<file path="config.mk">
export PLATFORM = sky130hd
export DESIGN_NAME = id_stage_hz
export DESIGN_NICKNAME = d
export VERILOG_FILES = /design/src/rtl/id_stage_hz.sv
export SDC_FILE = /design/constraint.sdc
export NUM_CORES = 2
export LEC_CHECK = 0
export BUFFER_PORTS_ARGS = -buffer_cell sky130_fd_sc_hd__buf_4
export CAP_MARGIN = 20
export CORE_ASPECT_RATIO = 0.9
export CORE_MARGIN = 1
export CORE_UTILIZATION = 30
export CTS_BUF_LIST = sky130_fd_sc_hd__clkbuf_16
export DETAILED_ROUTE_END_ITERATION = 16
export HOLD_SLACK_MARGIN = 0.1
export PLACE_DENSITY = 0.43
export SLEW_MARGIN = 20
export SYNTH_ARGS = -nofsm -noshare
export SYNTH_HDL_FRONTEND = slang
export SYNTH_SLANG_ARGS = --single-unit
</file>
<file path="constraint.sdc">
create_clock -name clk -period 37.9 [get_ports clk]
set_input_delay 3.79 -clock clk [delete_from_list [all_inputs] [get_ports clk]]
set_output_delay 3.79 -clock clk [all_outputs]
set_load 0.02 [all_outputs]
</file>
<file path="src/rtl/id_stage_hz.sv">
// id_stage_hz: decode stage for the 5-stage MIPS datapath.
// Contents:
//   - register file with a write-through bypass of the WB port
//   - immediate extension
//   - load-use hazard detection with bubble insertion
//   - ID/EX pipeline register with a valid bit
//   - saturating stall counter
// Optional feature: define ID_BRANCH_CMP_EN to register the rs==rt comparator
// into Eq. Without it no comparator is built and Eq is tied to 0.
module id_stage_hz #(
    parameter int DW   = 32,
    parameter int AW   = 32,
    parameter int NREG = 32,
    parameter int RAW  = 5,
    parameter int ZREG = 1,
    parameter int SCW  = 16
) (
    input  logic           clk,
    input  logic           rst,
    input  logic           En,
    input  logic           Clr,
    input  logic           Valid_i,
    input  logic [AW-1:0]  RefAddr_i,
    input  logic [25:0]    Instr,
    input  logic           ZeroExt,
    input  logic           WriteReg,
    input  logic [RAW-1:0] wAddr,
    input  logic [DW-1:0]  wData,
    input  logic           ExMemRead,
    input  logic [RAW-1:0] ExRtAddr,
    output logic           Stall,
    output logic           Valid,
    output logic [AW-1:0]  RefAddr,
    output logic [DW-1:0]  rData1,
    output logic [DW-1:0]  rData2,
    output logic [DW-1:0]  Offset,
    output logic [RAW-1:0] RsAddr,
    output logic [RAW-1:0] RtAddr,
    output logic [RAW-1:0] RdAddr,
    output logic           Eq,
    output logic [SCW-1:0] StallCnt
);

    localparam logic [RAW-1:0] ZERO_ADDR = {RAW{1'b0}};
    localparam logic [SCW-1:0] CNT_MAX   = {SCW{1'b1}};
    localparam logic [SCW-1:0] CNT_ONE   = {{(SCW-1){1'b0}}, 1'b1};

    // Immediate extension: zero-extend for logical immediates, sign-extend otherwise.
    function automatic logic [DW-1:0] extendImm(input logic [15:0] imm, input logic zext);
        if (zext) begin
            return {{(DW-16){1'b0}}, imm};
        end else begin
            return {{(DW-16){imm[15]}}, imm};
        end
    endfunction

    logic [DW-1:0]  regFile_r [NREG];
    logic [RAW-1:0] rsAddr_s;
    logic [RAW-1:0] rtAddr_s;
    logic [RAW-1:0] rdAddr_s;
    logic           wrOk_s;
    logic [DW-1:0]  rsData_s;
    logic [DW-1:0]  rtData_s;
    logic [DW-1:0]  extImm_s;
    logic           stall_s;

    assign rsAddr_s = RAW'(Instr[25:21]);
    assign rtAddr_s = RAW'(Instr[20:16]);
    assign rdAddr_s = RAW'(Instr[15:11]);
    assign extImm_s = extendImm(Instr[15:0], ZeroExt);
    assign Stall    = stall_s;

    // WB write qualifier: in-range address, and not the hardwired zero register.
    always_comb begin
        wrOk_s = 1'b0;
        if (WriteReg && (int'(wAddr) < NREG) && !((ZREG != 0) && (wAddr == ZERO_ADDR))) begin
            wrOk_s = 1'b1;
        end else begin
            wrOk_s = 1'b0;
        end
    end

    // rs read port with write-through bypass so a WB->ID dependency needs no bubble.
    always_comb begin
        rsData_s = {DW{1'b0}};
        if (wrOk_s && (wAddr == rsAddr_s)) begin
            rsData_s = wData;
        end else if (int'(rsAddr_s) < NREG) begin
            rsData_s = regFile_r[rsAddr_s];
        end else begin
            rsData_s = {DW{1'b0}};
        end
    end

    // rt read port, same bypass rule as rs.
    always_comb begin
        rtData_s = {DW{1'b0}};
        if (wrOk_s && (wAddr == rtAddr_s)) begin
            rtData_s = wData;
        end else if (int'(rtAddr_s) < NREG) begin
            rtData_s = regFile_r[rtAddr_s];
        end else begin
            rtData_s = {DW{1'b0}};
        end
    end

    // Load-use hazard: rt is matched even for I-type instructions (conservative).
    always_comb begin
        stall_s = 1'b0;
        if (Valid_i && ExMemRead
            && ((ExRtAddr != ZERO_ADDR) || (ZREG == 0))
            && ((ExRtAddr == rsAddr_s) || (ExRtAddr == rtAddr_s))) begin
            stall_s = 1'b1;
        end else begin
            stall_s = 1'b0;
        end
    end

    // Register file storage; the write lands on the edge, the bypass covers the same cycle.
    always_ff @(posedge clk or posedge rst) begin
        if (rst) begin
            for (int i = 0; i < NREG; i++) begin
                regFile_r[i] <= {DW{1'b0}};
            end
        end else if (wrOk_s) begin
            regFile_r[wAddr] <= wData;
        end
    end

    // ID/EX register: flush beats hold, hold beats bubble, bubble beats load.
    always_ff @(posedge clk or posedge rst) begin
        if (rst) begin
            Valid    <= 1'b0;
            RefAddr  <= {AW{1'b0}};
            rData1   <= {DW{1'b0}};
            rData2   <= {DW{1'b0}};
            Offset   <= {DW{1'b0}};
            RsAddr   <= ZERO_ADDR;
            RtAddr   <= ZERO_ADDR;
            RdAddr   <= ZERO_ADDR;
            StallCnt <= {SCW{1'b0}};
        end else if (Clr) begin
            Valid    <= 1'b0;
            RefAddr  <= {AW{1'b0}};
            rData1   <= {DW{1'b0}};
            rData2   <= {DW{1'b0}};
            Offset   <= {DW{1'b0}};
            RsAddr   <= ZERO_ADDR;
            RtAddr   <= ZERO_ADDR;
            RdAddr   <= ZERO_ADDR;
        end else if (!En) begin
            Valid    <= Valid;
        end else if (stall_s) begin
            Valid    <= 1'b0;
            RefAddr  <= {AW{1'b0}};
            rData1   <= {DW{1'b0}};
            rData2   <= {DW{1'b0}};
            Offset   <= {DW{1'b0}};
            RsAddr   <= ZERO_ADDR;
            RtAddr   <= ZERO_ADDR;
            RdAddr   <= ZERO_ADDR;
            if (StallCnt != CNT_MAX) begin
                StallCnt <= StallCnt + CNT_ONE;
            end
        end else begin
            Valid    <= Valid_i;
            RefAddr  <= RefAddr_i;
            rData1   <= rsData_s;
            rData2   <= rtData_s;
            Offset   <= extImm_s;
            RsAddr   <= rsAddr_s;
            RtAddr   <= rtAddr_s;
            RdAddr   <= rdAddr_s;
        end
    end

`ifdef ID_BRANCH_CMP_EN
    logic eq_r;
    assign Eq = eq_r;

    // Early branch compare on the bypassed operands, same priority as the data fields.
    always_ff @(posedge clk or posedge rst) begin
        if (rst) begin
            eq_r <= 1'b0;
        end else if (Clr) begin
            eq_r <= 1'b0;
        end else if (!En) begin
            eq_r <= eq_r;
        end else if (stall_s) begin
            eq_r <= 1'b0;
        end else begin
            eq_r <= (rsData_s == rtData_s);
        end
    end
`else
    assign Eq = 1'b0;
`endif

endmodule

</file>
==> summary by stage <==
Status
The flow ran to the end, and the final reports show no timing, DRC or antenna violations.

Placed design
Routability-driven placement finished with a final weighted congestion of 0.759. The half-perimeter wire length after detailed placement is 114000 um. The total of buffers placed on input and output ports is 268.

Floorplan
The placement row count is 153. The die span in y is 421 um. The core footprint is 194000 um^2. The width of the die is 468 um. 270 I/O pins were placed. The starting utilization of the core area is 30.3%.

The die area is 197000 um^2.

Setup path
In this design, the largest share of critical-path delay is due to buffers and inverters. The data arrival at the endpoint of the critical path is 5.67 ns. For this design, the slowest cell found on the critical path is buf_8. The delay of the slowest cell on the worst path is 0.63 ns. The critical path endpoint category is an output port. The critical path starts at Instr[23]. The number of buffer and inverter instances along the worst setup path is 2. In this run the critical register-to-register path is launched from StallCnt[0]$_DFFE_PP0P_. The worst setup path is launched from a primary input. Along the worst path, the maximum fanout reaches 79. Walking the worst path, the cells encountered are buf_8 -> xnor2_1 -> nand3_1 -> o22ai_4 -> and2_1 -> buf_4. The required time at the endpoint of the critical path is 34.11 ns. The critical path in this run is classified as primary input to output port.

GRT
The via count of the first global-routing pass is 38100. The first-pass GRT wire length is 300000 um. The global route total overflow is 0. Global routing used 21.2% of the available tracks.

The number of antenna violations at the first check in global routing came to 6. Entering global routing, the biggest net connects 157 pins.

STA
Setup repair after global routing left no endpoint under its margin. The number of failing setup endpoints in the final timing report is 0. The clock period could shrink to 9.46 ns.

The final-layout worst hold slack is 0.394 ns. The final cycle utilization of the critical path is 25.0%. Measured against its own limit, the worst slew margin works out to 16.6%. Summed over all failing endpoints, the final setup total negative slack is 0 ns. The clock skew after layout is 0.0252 ns. The number of slew-limit violations in the final report is 0. The final hold violation count is 0. Timing would allow up to 0.106 GHz. The transition time at the pin with the least slew margin is 1.24 ns.

Final layout
The net count of the finished layout is 4013. The filler cell count is 18700. Of the cells placed in the final design, the portion with a size suffix greater than 1 is 52.8%. The total area of sequential cells is 29100 um^2. The multi-input combinational cells in the finished layout cover a total of 27800 um^2. The synthesis-to-layout area growth is 14.6%.

Yosys
The number of enable flip-flop cells after synthesis is 0. The predominant post-synthesis flop cell is dfrtp_1. Synthesis produced 3861 cells. Sequential cells were found to cover 49.7% of the synthesized design area. The share of Yosys cell area claimed by the top area cell type is 49.7%. Counting every net in the synthesized netlist gives 3970. For this run, the number of Yosys warnings is 0. The total standard cell area after synthesis is 58600 um^2. The commonest cells after synthesis are dfrtp_1 (1164), mux2_2 (976), mux4_2 (512), o22ai_1 (256), clkbuf_1 (225). Counting flops and latches in the post-synthesis netlist gives 1164.

Synthesis instantiated 45 different standard cells from the library. Yosys attributes the largest share of cell area to dfrtp_1 (50%), mux4_2 (20%), mux2_2 (19%). The synthesized area divided by synthesized cell count is 15.2 um^2. The proportion of register bits with asynchronous set or reset after synthesis is 100%.

Of all cell types, the one taking the most synthesized area is dfrtp_1. The most common cell in the synthesized netlist is dfrtp_1.

Clock network
Once the clock tree was built, the setup fixing pass inserted 0 buffers. The number of buffers on the longest clock path is 3. The count of cells resized by post-cts repair is 0.

Clock tree synthesis selected as its root buffer the cell clkbuf_16. TritonCTS created 142 clock buffers. The clock-pin slew of the registers on the worst-case setup and hold paths is 0.05 ns.

The CTS sink count is 1164. The clock tree from TritonCTS is built. The clock insertion delay at the later pin of the skew report is 0.77 ns. Hold repair after CTS inserted 0 buffers. The total number of H-tree levels is 4.

Detailed routing
The starting DRC count in detailed routing is 3052. The final routed wirelength across all metal layers is 208000 um. The number of vias per cell is 5.63. The average wire per cell in the routed design is 31.7 um.

The first-pass detailed-route iteration total is 5. The via count of the routed design is 37000. The number of remaining DRC errors is 0.

The count of nets left with antenna violations once routing finished came out at 0.

Pwr
The leakage power figure is 29.2 nW. The sum of internal, switching and leakage power is 3.55 mW. The peak ir drop on the vdd network is 0.0514 mV. The power density of the placed cells is 52.8 nW/um^2.

Min path
The kind of path behind the tightest hold check is register to register. The origin of the worst min-delay path is regFile_r[1006]$_DFFE_PP0P_.

Flow run
The max-capacitance violation count is 0.
## report_power, final
part           internal [mW]  switching, mW
combinational          0.383          0.255
sequential              1.46          0.152
clock                  0.752          0.550
total                   2.59          0.957
## cell usage in the layout (no fill, tap or decap), types with 39 or more instances in the layout
| cell type | count |
|---|---|
| buf_4 | 349 |
| inv_1 | 39 |
| a22o_1 | 59 |
| dfrtp_1 | 1164 |
| o22ai_1 | 256 |
| clkbuf_16 | 149 |
| a22oi_2 | 40 |
| nand2_1 | 138 |
| mux4_2 | 512 |
| nor4_1 | 67 |
| mux2_2 | 976 |
## layer usage
layer	GRT usage (%)	up-vias	share of wire (%)
met5	0	-	0
met4	4.85	0	2.1
met3	3.64	256	5.1
met2	31.8	988	45
met1	31.7	20700	48
li1	-	15100	-
## state kept, by name (all words and copies together) (netlist names)
name and count:
regFile_r 1024, RtAddr 5, RefAddr 32, Valid 1
RsAddr 5, rData2 32, Offset 17, StallCnt 16
rData1 32
## per-stage QoR
stage	utilization (%)	cell area [um^2]	worst slack, ns	instances
6_report	34.7	67200	28.44	6567
5_1_grt	34.7	67200	28.34	6566
2_1_floorplan	-	58600	1.32	3861
3_5_place_dp	32.4	62800	28.41	6317
3_3_place_gp	32.4	62800	28.41	6317
4_1_cts	34.7	67200	28.41	6566
## cells by family after synthesis
kind of cell,share of synthesized area [%]
AOI/OAI and AO/OA,5.01
xor gates and xnor gates,0.523
adders and majority gates,0.0213
buffers and inverters,3.42
DFF,49.7
muxes,38.7
other,0.00640
and+or+nand+nor,2.58
## final cells by class
| cell class | count | share of cell area [%] |
|---|---|---|
| clock buffer | 149 | 5.55 |
| multi-input combinational | 2237 | 41.3 |
| timing repair buffer | 355 | 4.05 |
| tap | 2557 | 4.76 |
| antenna | 1 | 0.00372 |
| clock inverter | 100 | 0.931 |
| inverter | 4 | 0.0335 |
| sequential | 1164 | 43.3 |
## worst paths after layout
| kind | endpoint | slack [ns] | cells after the start |
|---|---|---|---|
| worst min register to register | regFile_r[1006]$_DFFE_PP0P_ | 0.39 | 0 |
| worst max register to register | StallCnt[15]$_DFFE_PP0P_ | 35.61 | 7 |
| worst max-delay path | Stall | 28.44 | 6 |
| worst min-delay path | regFile_r[1006]$_DFFE_PP0P_ | 0.39 | 0 |
| max in group asynchronous | regFile_r[527]$_DFFE_PP0P_ | 31.40 | 6 |
| min in group asynchronous | rData1[0]$_DFFE_PP0P_ | 3.11 | 2 |
Power figures use the tool's default switching activity.
